--- src/rtl/core_align_sub_pipe.sv ---
// Two-stage magnitude order/align/subtract for the effective-subtraction path.
// Stage 1 swaps operands so big >= small; stage 2 aligns small and subtracts.
module core_align_sub_pipe #(
  parameter int N                    = 16,
  parameter int MANT_SIZE            = N / 2,
  parameter int TE_SIZE              = $clog2(N) + 2,
  parameter int MANT_SUB_RESULT_SIZE = 2 * MANT_SIZE
) (
  input  logic                            clk,
  input  logic                            rst,
  input  logic                            in_valid,
  output logic                            in_ready,
  input  logic                            sign_a,
  input  logic                            sign_b,
  input  logic [TE_SIZE-1:0]              te_a,
  input  logic [TE_SIZE-1:0]              te_b,
  input  logic [MANT_SIZE-1:0]            mant_a,
  input  logic [MANT_SIZE-1:0]            mant_b,
  output logic                            out_valid,
  input  logic                            out_ready,
  output logic [MANT_SUB_RESULT_SIZE-1:0] mant,
  output logic [TE_SIZE-1:0]              te_diff,
  output logic                            sign,
  output logic                            sticky,
  output logic                            is_zero
);

  localparam int R  = MANT_SUB_RESULT_SIZE;
  localparam int SW = TE_SIZE + 1;
  localparam int PAD = R - MANT_SIZE;

  // Stage 1 state
  logic                 s1_valid_q, s1_valid_d;
  logic [MANT_SIZE-1:0] s1_mant_big_q, s1_mant_big_d;
  logic [MANT_SIZE-1:0] s1_mant_small_q, s1_mant_small_d;
  logic [TE_SIZE-1:0]   s1_te_big_q, s1_te_big_d;
  logic                 s1_sign_big_q, s1_sign_big_d;
  logic [SW-1:0]        s1_shift_q, s1_shift_d;

  // Stage 2 (output) state
  logic                 out_valid_q, out_valid_d;
  logic [R-1:0]         mant_q, mant_d;
  logic [TE_SIZE-1:0]   te_diff_q, te_diff_d;
  logic                 sign_q, sign_d;
  logic                 sticky_q, sticky_d;
  logic                 is_zero_q, is_zero_d;

  logic s2_load, s1_advance, s1_load;

  // Ready ripples combinationally from out_ready so a full pipe still streams.
  assign s2_load    = !out_valid_q || out_ready;
  assign s1_advance = s1_valid_q && s2_load;
  assign s1_load    = !s1_valid_q || s1_advance;
  assign in_ready   = s1_load;

  // Stage 1: order by magnitude (signed exponent first, ties go to a).
  logic               a_big;
  logic [TE_SIZE-1:0] te_small;
  always_comb begin
    // NOTE: every always_comb output gets a default first so no path can infer a latch.
    s1_valid_d      = s1_valid_q;
    s1_mant_big_d   = s1_mant_big_q;
    s1_mant_small_d = s1_mant_small_q;
    s1_te_big_d     = s1_te_big_q;
    s1_sign_big_d   = s1_sign_big_q;
    s1_shift_d      = s1_shift_q;
    te_small        = te_b;

    a_big = ($signed(te_a) > $signed(te_b)) ||
            ((te_a == te_b) && (mant_a >= mant_b));

    if (s1_load) begin
      s1_valid_d = in_valid;
      if (in_valid) begin
        s1_mant_big_d   = a_big ? mant_a : mant_b;
        s1_mant_small_d = a_big ? mant_b : mant_a;
        s1_te_big_d     = a_big ? te_a   : te_b;
        s1_sign_big_d   = a_big ? sign_a : sign_b;
        te_small        = a_big ? te_b   : te_a;
        s1_shift_d      = {s1_te_big_d[TE_SIZE-1], s1_te_big_d} -
                          {te_small[TE_SIZE-1], te_small};
      end
    end
  end

  // Stage 2: align the small operand, collect sticky, subtract.
  logic [R-1:0] big_ext, small_full, small_ext, diff;
  logic         lost;
  always_comb begin
    out_valid_d = out_valid_q;
    mant_d      = mant_q;
    te_diff_d   = te_diff_q;
    sign_d      = sign_q;
    sticky_d    = sticky_q;
    is_zero_d   = is_zero_q;

    big_ext    = {s1_mant_big_q, {PAD{1'b0}}};
    small_full = {s1_mant_small_q, {PAD{1'b0}}};
    if (32'(s1_shift_q) >= 32'(R)) begin
      small_ext = '0;
      lost      = |s1_mant_small_q;
    end else begin
      small_ext = small_full >> s1_shift_q;
      lost      = |(small_full & ~({R{1'b1}} << s1_shift_q));
    end
    diff = big_ext - small_ext;

    if (s2_load) begin
      out_valid_d = s1_valid_q;
      if (s1_advance) begin
        mant_d    = diff;
        te_diff_d = s1_te_big_q;
        sticky_d  = lost;
        is_zero_d = (diff == '0) && !lost;
        sign_d    = is_zero_d ? 1'b0 : s1_sign_big_q;
      end
    end
  end

  always_ff @(posedge clk) begin
    // NOTE: all datapath registers are reset too (not just valids) so outputs read 0 after reset.
    if (!rst) begin
      s1_valid_q      <= 1'b0;
      s1_mant_big_q   <= '0;
      s1_mant_small_q <= '0;
      s1_te_big_q     <= '0;
      s1_sign_big_q   <= 1'b0;
      s1_shift_q      <= '0;
      out_valid_q     <= 1'b0;
      mant_q          <= '0;
      te_diff_q       <= '0;
      sign_q          <= 1'b0;
      sticky_q        <= 1'b0;
      is_zero_q       <= 1'b0;
    end else begin
      // NOTE: sequential state uses non-blocking assignments so every flop samples pre-edge values.
      s1_valid_q      <= s1_valid_d;
      s1_mant_big_q   <= s1_mant_big_d;
      s1_mant_small_q <= s1_mant_small_d;
      s1_te_big_q     <= s1_te_big_d;
      s1_sign_big_q   <= s1_sign_big_d;
      s1_shift_q      <= s1_shift_d;
      out_valid_q     <= out_valid_d;
      mant_q          <= mant_d;
      te_diff_q       <= te_diff_d;
      sign_q          <= sign_d;
      sticky_q        <= sticky_d;
      is_zero_q       <= is_zero_d;
    end
  end

  assign out_valid = out_valid_q;
  assign mant      = mant_q;
  assign te_diff   = te_diff_q;
  assign sign      = sign_q;
  assign sticky    = sticky_q;
  assign is_zero   = is_zero_q;

endmodule

--- config.mk ---
export PLATFORM = sky130hd
export DESIGN_NAME = core_align_sub_pipe
export DESIGN_NICKNAME = d
export VERILOG_FILES = /design/src/rtl/core_align_sub_pipe.sv
export SDC_FILE = /design/constraint.sdc
export NUM_CORES = 1
export LEC_CHECK = 0
export BUFFER_PORTS_ARGS = -buffer_cell sky130_fd_sc_hd__buf_2
export CAP_MARGIN = 10
export CORE_UTILIZATION = 63
export CTS_BUF_LIST = sky130_fd_sc_hd__clkbuf_16
export DETAILED_ROUTE_END_ITERATION = 7
export GPL_ROUTABILITY_DRIVEN = 0
export PLACE_DENSITY = 0.86
export SYNTH_ARGS = -nofsm -noshare
export SYNTH_HDL_FRONTEND = slang
export SYNTH_SLANG_ARGS = --single-unit
--- constraint.sdc ---
create_clock -name clk -period 9.87 [get_ports clk]
set_input_delay 1.974 -clock clk [delete_from_list [all_inputs] [get_ports clk]]
set_output_delay 1.974 -clock clk [all_outputs]
set_load 0.1 [all_outputs]
# After elaboration in Yosys (flattened, before gate mapping)
# Cells that the tools add are included.
dict set report word_totals {
  ff_bits 57
  elab_cells 44
}
dict set report op_classes {
  add_sub_neg 2
  n_lt_le_gt_ge 3
  n_eq_ne 1
  shift 2
  muxes 8
  bitwise 2
  n_reduce_logical 14
}
# operator n
set op_table {}
lappend op_table {{16-bit AND} 1}
lappend op_table {{16-bit zero test} 1}
lappend op_table {{16-bit two-way mux} 1}
lappend op_table {{8-bit two-way mux} 2}
lappend op_table {{16-bit NOT} 1}
lappend op_table {{16-bit OR reduction} 1}
lappend op_table {{16-bit by 7-bit << shifter with 16-bit output (first input constant)} 1}
lappend op_table {{16-bit by 7-bit >> shifter with 16-bit output} 1}
lappend op_table {{16-bit subtractor} 1}
lappend op_table {{6-bit two-way mux} 2}
lappend op_table {{8-bit greater-or-equal comparator} 1}
lappend op_table {{8-bit OR reduction} 1}
lappend op_table {{7-bit by 5-bit greater-or-equal comparator with 1-bit output (second input constant)} 1}
lappend op_table {{6-bit by 6-bit subtractor with 7-bit output} 1}
lappend op_table {{6-bit == test} 1}
lappend op_table {{6-bit greater-than comparator} 1}
lappend op_table {{2-bit AND reduction} 2}
lappend op_table {{1-bit logical AND} 3}
lappend op_table {{1-bit zero test} 3}
lappend op_table {{1-bit logical OR} 3}
lappend op_table {{1-bit two-way mux} 3}

# Logic depth before layout (Yosys ltp)
# Gate-level depths: netlist of run 1.
dict set report logic_depth {
  depth_word 8
  mapped_depth 17
}

# Worst setup path after synthesis of run 1
# No wires, ideal clock.
dict set report synth_timing {
  kind {input to register}
  startpoint {input mant_a[0]}
  endpoint {register s1_shift_q[6]}
  setup_ps 58
  t_arrival_ps 4969
  required_time_ps 9812
  slack_ps 4842
  cell_stages 16
  path_buffers 1
  path_cell_list {inv_1 ha_1 nand2b_1 a21o_1 a211o_1 a2111oi_4 nor2_1 clkbuf_1 mux2i_1 ha_1 inv_1 o211ai_2 a211oi_2 a31oi_1 o31ai_1 o21a_1}
}
dict set report synth_between {
  elab_chain_cells 5
}
# element line_no
set synth_lines {}
lappend synth_lines {{from (decl)} 17} ;# input logic [MANT_SIZE-1:0] mant_a,
lappend synth_lines {{8-bit greater-or-equal comparator (*)} 70} ;# ((te_a == te_b) && (mant_a >= mant_b));
lappend synth_lines {{1-bit logical AND (*)} 70}
lappend synth_lines {{1-bit logical OR (*)} 69} ;# a_big = ($signed(te_a) > $signed(te_b)) ||
lappend synth_lines {{6-bit two-way mux (on tied branches)} {77, 79}}
lappend synth_lines {{6-bit by 6-bit subtractor with 7-bit output (*)} 80} ;# s1_shift_d = {s1_te_big_d[TE_SIZE-1], s1_te_big_d} -
lappend synth_lines {{to (signal assigned)} 142} ;# s1_shift_q <= s1_shift_d;
lappend synth_lines {{to (decl)} 38} ;# logic [SW-1:0] s1_shift_q, s1_shift_d;
# Mark *: on every way between the ends. The rest lies on a longest branch, timed or not.
# A chain may end at the register's enable or synchronous reset.

# Worst setup path after layout of run 1
dict set report layout_timing {
  startpoint {input mant_a[0]}
  endpoint {register s1_shift_q[5]}
}
# Same word-level chain as after synthesis.

==> impl_metrics.ini, run 1 <==
[finish]
final_layout_size_suffix_gt1_share_pct = 18.3
fin_cells = 701
num_antenna_cells = 0
final_cell_mix = 106 x nand2_1, 60 x buf_2, 57 x dfxtp_1
finalInstanceArea_um2 = 4990
final_common_cell = nand2_1
area_growth_pct = 12.8
fin_nets = 658
num-fill-cells = 506

[drt]
vias_per_cell = 6.42
detail-route-antenna-nets = 0
drt_iter0_drc = 354
post-route-drc-count = 0
topRoutingLayerUsed = met4
dr_wl_met2_um = 5810
wl_met1_um = 4870
routedWlPerCell_um = 17.0
vias = 4500
wl_met3_um = 817
wl_um = 11900
first_pass_iters = 5

[run_status]
outcome = completed

[floorplan]
die_h_um = 85.8
start_util_pct = 65.1
die_x_um = 85.8
ioPinCount = 61
dieArea_um2 = 7360
num_rows = 30
coreArea_um2 = 6790

[yosys]
synth_edf_count = 0
ys.flop_type = dfxtp_1
syn_nets = 624
yosysWarnings = 0
yosysSeqAreaShare_pct = 25.8
syn-cell-area_um2 = 4420
ys_ff_latch = 57
syn_avg_cell_area_um2 = 7.82
ys_types = 86
syn_inst = 566
async_flop_share_pct = 0

[timing]
rsz0062_at_grt = no
tns_ns = 0
tightestPinTransition_ns = 1.18
max_slew_margin_pct = 20.9
fin_crit_sh_pct = 55.3
max_freq_ghz = 0.183
skew_ns = 0.00513
finalHoldViolCount = 0
drv_slew = 0
fin_crit_ns = 5.46
finalSetupViolCount = 0

[placed_design]
dp.cells = 684
dp_hpwl_um = 8510
portBuffers = 60
placed_area_um2 = 4650

[clock_network]
clk_latency_ns = 0.32
ctsResizeCount = 0
cts.sinks = 57
cts-root-buf = clkbuf_16
cts_buffer_depth = 2
cts_hold_buf = 0
post_cts_buffers = 0
htree_levels = 3
cts_tree = yes
path_clk_slew_ns = 0.05
numCtsBuffers = 9

[hold_path]
hold_class = flip-flop to flip-flop

[power_and_ir_drop]
combinationalPowerShare_pct = 37.6
p_int_uw = 592
p_sw_share_pct = 38.7
p_sw_uw = 375
vdd.ir_drop.worst_mv = 0.109
power_frac_clock_pct = 33.5
pwr-share-seq_pct = 29.0
power.leakage_nw = 2.17
p_per_area_nw_per_um2 = 194

[setup_path]
crit_path_start_kind = input port
crit_required_ns = 10.13
crit_path_max_incr_delay_ns = 0.91
crit_path_end_kind = flip-flop
slowest_stage = or2_1
path_class = input port to flip-flop
path_max_fanout = 34
cp_cell_sequence = buf_2 -> inv_1 -> ha_1 -> nand2b_1 -> a21o_1 -> a211o_1 -> a2111oi_4 -> or2_1 -> o22ai_1 -> a22oi_2 -> o21ai_1 -> or3_1 -> nand3_1
crit_arrival_ns = 5.72

[global_routing]
grtUsageTotal_pct = 33.2
grt_pass1_vias = 4136
grt_overflow = 0
antenna_found_initial = 0
grt_pass1_wl_um = 19600
grt_max_degree = 54

[job]
maxCapViolations = 0
==> routing by layer <==
layer | GRT usage (%) | up-vias
met5 | 0 | -
met1 | 40.4 | 2110
met2 | 57.1 | 222
met3 | 6.06 | 39
li1 | - | 2129
met4 | 15.3 | 0
==> synthesized netlist by cell type, types with 3 or more instances <==
cell / n / area share, %
and2_1: 6 / 0.85
o21bai_1: 5 / 0.85
inv_1: 25 / 2.1
or3_1: 3 / 0.42
mux2_2: 4 / 1.0
a311oi_1: 15 / 3.0
o211ai_1: 7 / 1.2
a211o_1: 4 / 0.79
nand2_1: 106 / 9.0
o21a_1: 3 / 0.51
nor2_1: 39 / 3.3
o21ai_0: 12 / 1.4
and3_1: 4 / 0.57
nand2b_1: 5 / 0.71
buf_6: 5 / 1.3
a21oi_1: 35 / 4.0
xor2_1: 6 / 1.2
o211a_1: 7 / 1.6
xnor2_1: 8 / 1.6
nor4_1: 6 / 0.85
a31oi_1: 13 / 1.8
o21ai_1: 5 / 0.57
buf_4: 4 / 0.68
a21o_1: 8 / 1.4
o31ai_1: 5 / 0.85
a211oi_1: 3 / 0.51
nand3_1: 13 / 1.5
ha_1: 24 / 6.8
nor3_2: 3 / 0.68
mux2i_1: 9 / 2.0
nor3_1: 11 / 1.2
clkbuf_1: 23 / 2.0
o22ai_1: 4 / 0.57
nand4_1: 6 / 0.85
buf_2: 7 / 0.79
nor2b_1: 8 / 1.1
dfxtp_1: 57 / 26
==> worst paths after layout <==
| path | from | endpoint | slack, ns | depth (start not counted) |
|---|---|---|---|---|
| worst max register to register | s1_shift_q[1] | sign | 5.92 | 12 |
| worst min-delay path | mant[3] | mant[3] | 0.44 | 2 |
| worst max-delay path | mant_a[0] | s1_shift_q[5] | 4.41 | 13 |
| worst min register to register | mant[3] | mant[3] | 0.44 | 2 |
==> power groups by stage <==
stage	registers [mW]	logic (mW)	clock network, mW
after global placement	0.282	0.343	0
after floorplan	0.324	0.244	0
after global routing	0.283	0.392	0.335
after CTS	0.279	0.356	0.324
final	0.280	0.363	0.324
after detailed placement	0.283	0.353	0
==> stage by stage <==
step / utilization [%] / power, mW / hold WS (ns) / setup slack, ns
2_1_floorplan: - / 0.568 / 0.429 / 4.84
3_3_place_gp: 68.5 / 0.624 / 0.437 / 4.31
3_5_place_dp: 68.5 / 0.636 / 0.440 / 4.22
4_1_cts: 73.0 / 0.960 / 0.447 / 4.44
5_1_grt: 73.4 / 1.01 / 0.460 / 4.17
6_report: 73.4 / 0.967 / 0.444 / 4.41
==> cells by family after synthesis <==
family / Yosys count / synth area share (%)
compound gates: 157 / 27.2
xor+xnor: 14 / 2.77
fa+ha+maj: 24 / 6.79
buf+inv: 67 / 7.10
flops: 57 / 25.8
mux: 18 / 4.92
simple gates: 229 / 25.5
==> registers in the layout (all words and copies together), names as in the netlist <==
signal,cells
mant,16
s1_mant_big_q,8
s1_mant_small_q,8
s1_shift_q,7
s1_te_big_q,6
te_diff,6
is_zero,1
out_valid,1
s1_sign_big_q,1
s1_valid_q,1
sign,1
sticky,1
==> worst max-delay path: cells and delay by family <==
kind,cells,cell delay [ns]
AOI/OAI and AO/OA,6,1.79
adders and majority gates,1,0.27
buffers and inverters,2,0.14
and+or+nand+nor,4,1.53
==> final cells by class <==
class	instances	area (um^2)	area share, %
Multi-Input combinational cell	442	2970	59.5
Sequential cell	57	1140	22.9
Timing Repair Buffer	64	350	7.02
Clock buffer	9	225	4.51
Tap cell	96	120	2.41
Inverter	26	97.6	1.96
Clock inverter	7	86.3	1.73
(Power assumes the default switching activity.)
==> run 2: changes to the inputs <==
--- a/config.mk
+++ b/config.mk
@@ -7,11 +7,11 @@
 export LEC_CHECK = 0
 export BUFFER_PORTS_ARGS = -buffer_cell sky130_fd_sc_hd__buf_2
 export CAP_MARGIN = 10
-export CORE_UTILIZATION = 63
+export CORE_UTILIZATION = 59
 export CTS_BUF_LIST = sky130_fd_sc_hd__clkbuf_16
 export DETAILED_ROUTE_END_ITERATION = 7
 export GPL_ROUTABILITY_DRIVEN = 0
-export PLACE_DENSITY = 0.86
+export PLACE_DENSITY = 0.82
 export SYNTH_ARGS = -nofsm -noshare
 export SYNTH_HDL_FRONTEND = slang
 export SYNTH_SLANG_ARGS = --single-unit
==> constraint.sdc (replaced) <==
create_clock -name clk -period 5.5 [get_ports clk]
set_input_delay 1.1 -clock clk [delete_from_list [all_inputs] [get_ports clk]]
set_output_delay 1.1 -clock clk [all_outputs]
set_load 0.1 [all_outputs]
==> run 2 against run 1 <==
Net effect: non-clock buffer count increased by 1; sequential power increased by 79%; critical path type unchanged; die area increased by 6.6%; design area decreased by 1.1%; combinational power increased by 79%.
==> impl_metrics.ini, run 2 (synthesis results as in run 1) <==
[timing]
finalSetupViolCount = 0
max_freq_ghz = 0.241
drv_slew = 0
max_slew_margin_pct = 19.1
fin_crit_ns = 4.15
rsz0062_at_grt = no
fin_crit_sh_pct = 75.5
skew_ns = 0.00711
tightestPinTransition_ns = 1.21
tns_ns = 0
finalHoldViolCount = 0

[clock_network]
ctsResizeCount = 0
cts_buffer_depth = 2
cts-root-buf = clkbuf_16
cts_tree = yes
post_cts_buffers = 0
clk_latency_ns = 0.33
htree_levels = 3
path_clk_slew_ns = 0.05
numCtsBuffers = 9
cts.sinks = 57
cts_hold_buf = 0

[floorplan]
num_rows = 31
ioPinCount = 61
start_util_pct = 61.0
coreArea_um2 = 7250
die_h_um = 88.6
die_x_um = 88.6
dieArea_um2 = 7850

[global_routing]
grtUsageTotal_pct = 30.1
grt_overflow = 0
grt_pass1_vias = 3819
antenna_found_initial = 0
grt_max_degree = 54
grt_pass1_wl_um = 18200

[setup_path]
crit_path_start_kind = input port
path_max_fanout = 29
r2r_start = s1_shift_q[1]
path_class = input port to flip-flop
crit_path_end_kind = flip-flop
crit_required_ns = 5.77
crit_arrival_ns = 4.42
cp-startpoint = mant_a[0]

[finish]
multiInputGateArea_um2 = 2970
seq_area_um2 = 1140
largest_reg_flops = 16
final_layout_size_suffix_gt1_share_pct = 18.5
final_cell_mix = 106 x nand2_1, 60 x buf_2, 57 x dfxtp_1
fin_nets = 659
final_common_cell = nand2_1
fin_cells = 705
num_antenna_cells = 0
area_growth_pct = 11.5
num-fill-cells = 612

[hold_path]
hold_class = flip-flop to flip-flop
hold_path.startpoint = mant[7]

[drt]
post-route-drc-count = 0
routedWlPerCell_um = 16.4
drt_iter0_drc = 322
vias = 4439
vias_per_cell = 6.30
wl_um = 11500
detail-route-antenna-nets = 0
first_pass_iters = 4

[power_and_ir_drop]
vdd.ir_drop.worst_mv = 0.176
power.leakage_nw = 2.14
p_per_area_nw_per_um2 = 333
total_power_mw = 1.64

[run_status]
outcome = completed

[job]
maxCapViolations = 0

[placed_design]
dp.cells = 689
portBuffers = 60
dp_hpwl_um = 8260
[run 2: cell types whose count changed in the layout (fill, tap and decap cells not counted), sizes merged]
cell | before | now
buf | 64 | 65
bufinv | 2 | 0
clkinv | 2 | 3
clkinvlp | 2 | 3
[run 2: metrics by stage]
stage | hold WS (ns) | cell area, um^2 | setup WS, ns | util, %
after global routing | 0.470 | 4930 | 1.18 | 68.0
after detailed placement | 0.441 | 4670 | 1.10 | 64.4
final | 0.446 | 4930 | 1.35 | 68.0
after floorplan | 0.429 | 4420 | 1.35 | -
after CTS | 0.448 | 4930 | 1.42 | 68.0
after global placement | 0.436 | 4670 | 1.26 | 64.4
[run 2: worst paths after layout]
check                  end  slack, ns  cells past startpoint
max          s1_shift_q[6]       1.35                     14
min                mant[7]       0.45                      2
max reg2reg           sign       1.70                     12
min reg2reg        mant[7]       0.45                      2
[run 2: metal layers]
layer / vias up / track usage, % / share of wire (%)
met5: - / 0 / 0
met4: 0 / 13.2 / 3.1
met3: 46 / 7.09 / 7.2
met2: 223 / 47.7 / 46
met1: 2034 / 39.1 / 43
li1: 2136 / - / -
[run 2: critical path: stages]
cell and delay (ns):
buf_2 0.11, inv_1 0.05, ha_1 0.28, nand2b_1 0.14, a21o_1 0.17, a211o_1 0.32, a2111oi_4 0.57, or2_1 0.30
buf_4 0.33, o211ai_2 0.18, a211oi_2 0.32, a31oi_1 0.14, o31ai_1 0.24, o21a_1 0.16
[run 2: power breakdown]
group          total (mW)  switching, mW  internal [mW]
logic               0.648          0.426          0.222
registers           0.501         0.0513          0.450
clock network       0.496          0.197          0.298
total                1.64          0.674          0.970
[run 2: layout make-up]
| class | instances | share of cell area [%] |
|---|---|---|
| inverters | 26 | 1.98 |
| well taps | 99 | 2.51 |
| multi-input cells | 442 | 60.2 |
| flip-flops and latches | 57 | 23.1 |
| clock buffers | 9 | 4.57 |
| clock inverters | 7 | 0.786 |
| repair buffers | 65 | 6.85 |
==> run 3: changes to the inputs <==
==> constraint.sdc (replaced) <==
create_clock -name clk -period 4.08 [get_ports clk]
set_input_delay 0.816 -clock clk [delete_from_list [all_inputs] [get_ports clk]]
set_output_delay 0.816 -clock clk [all_outputs]
set_load 0.1 [all_outputs]
==> run 3 against run 2 <==
Net effect: register-to-register slack lost 1.3 ns; global-route usage grew 1.3 points; critical path type is now flip-flop to flip-flop; critical path depth shrank 3.
==> impl_metrics.ini, run 3 (synthesis results as in run 1) <==
[run_status]
outcome = completed

[clock_network]
cts_tree = yes
cts_buffer_depth = 2
ctsResizeCount = 0
post_cts_buffers = 0
cts_hold_buf = 0
cts.sinks = 57
numCtsBuffers = 9
path_clk_slew_ns = 0.05
clk_latency_ns = 0.33
htree_levels = 3
cts-root-buf = clkbuf_16

[hold_path]
hold_path.startpoint = mant[7]
whs_path_depth = 2
holdPathEnd = mant[7]
hold_class = flip-flop to flip-flop

[drt]
routedWlPerCell_um = 16.3
detail-route-antenna-nets = 0
first_pass_iters = 5
vias = 4389
vias_per_cell = 6.18
wl_um = 11600
drt_iter0_drc = 327
post-route-drc-count = 0

[global_routing]
antenna_found_initial = 0
grtUsageMet2_pct = 52.4
grtUsageTotal_pct = 31.4
grt_max_degree = 54
grt_pass1_wl_um = 19100
use_met3_pct = 6.90
grt-busiest-layer = met2
grt_overflow = 0
met1_usage_pct = 40.2
grt_pass1_vias = 3972

[setup_path]
worst-r2r-cell-count = 11
ff2ff_setup_slack_ns = 0.44
path_class = flip-flop to flip-flop
crit_path_start_kind = flip-flop
cp-startpoint = s1_shift_q[6]
path_max_fanout = 10
crit_arrival_ns = 3.85
crit_path_end_kind = flip-flop
crit_required_ns = 4.30
r2r_start = s1_shift_q[6]
r2r_end = sign

[timing]
drv_slew = 0
tightestPinTransition_ns = 0.869
fin_crit_sh_pct = 89.2
tns_ns = 0
fin_crit_ns = 3.64
rsz0062_at_grt = no
skew_ns = 0.00730
finalSetupViolCount = 0
finalHoldViolCount = 0
max_slew_margin_pct = 42.1
max_freq_ghz = 0.275

[floorplan]
die_x_um = 88.6
ioPinCount = 61
die_h_um = 88.6
start_util_pct = 61.0
coreArea_um2 = 7250
num_rows = 31
dieArea_um2 = 7850

[finish]
fin_nets = 664
final_layout_size_suffix_gt1_share_pct = 19.3
final_cell_mix = 106 x nand2_1, 60 x buf_2, 57 x dfxtp_1
post-route-util_pct = 68.9
multiInputGateArea_um2 = 2970
num-fill-cells = 585
seq_area_um2 = 1140
largest_reg_flops = 16
final_common_cell = nand2_1
num_antenna_cells = 0
area_growth_pct = 12.9

[power_and_ir_drop]
vdd.ir_drop.worst_mv = 0.220
power.leakage_nw = 2.19
p_per_area_nw_per_um2 = 454

[placed_design]
dp_hpwl_um = 8550
portBuffers = 60

[job]
maxCapViolations = 0
[run 3: cell types whose count changed in the layout (fill, tap and decap cells not counted), sizes merged]
cell,previous run,this run
clkinvlp,3,2
bufinv,0,1
buf,65,70
[run 3: stage by stage]
step	hold slack, ns	std cells	worst slack (ns)	instance area, um^2	total power, mW
3_5_place_dp	0.442	694	0.279	4710	1.54
2_1_floorplan	0.429	566	0.210	4420	1.38
6_report	0.446	710	0.441	4990	2.27
3_3_place_gp	0.436	694	0.362	4710	1.52
4_1_cts	0.449	710	0.489	4990	2.26
5_1_grt	0.468	710	0.153	4990	2.38
[run 3: cell type report]
| class | count | share of cell area, % |
|---|---|---|
| well taps | 99 | 2.48 |
| flip-flops and latches | 57 | 22.8 |
| clock buffers | 9 | 4.51 |
| multi-input cells | 442 | 59.4 |
| inverters | 26 | 1.95 |
| clock inverters | 7 | 1.25 |
| repair buffers | 70 | 7.52 |
[run 3: worst max-delay path by stage]
| stage | to | cells after the start |
|---|---|---|
| after floorplan | s1_shift_q[6] | 16 |
| after global placement | s1_shift_q[5] | 14 |
| after global routing | sign | 13 |
| final | sign | 11 |
| after CTS | sign | 11 |
| after detailed placement | s1_shift_q[5] | 14 |
[run 3: where the power goes]
part           internal [mW]  switching (mW)
clock                  0.465           0.257
sequential             0.606          0.0652
combinational          0.304           0.572
total                   1.37           0.895
[run 3: critical path, cell delays in order (launching register included)]
cell	delay [ns]
dfxtp_1	0.41
or3_4	0.47
nor2_2	0.33
o2111ai_1	0.27
ha_1	0.40
a21o_1	0.18
a211o_1	0.32
a2111oi_1	0.39
a31oi_1	0.12
a211oi_2	0.23
nand4b_1	0.17
a32o_1	0.23
[run 3: layer usage]
| layer | routed length, um | vias to the layer above | share of wire, % |
|---|---|---|---|
| met5 | 0 | - | 0 |
| met4 | 157 | 0 | 1.4 |
| met3 | 811 | 22 | 7.0 |
| met2 | 5650 | 182 | 49 |
| met1 | 4980 | 2052 | 43 |
| li1 | - | 2133 | - |
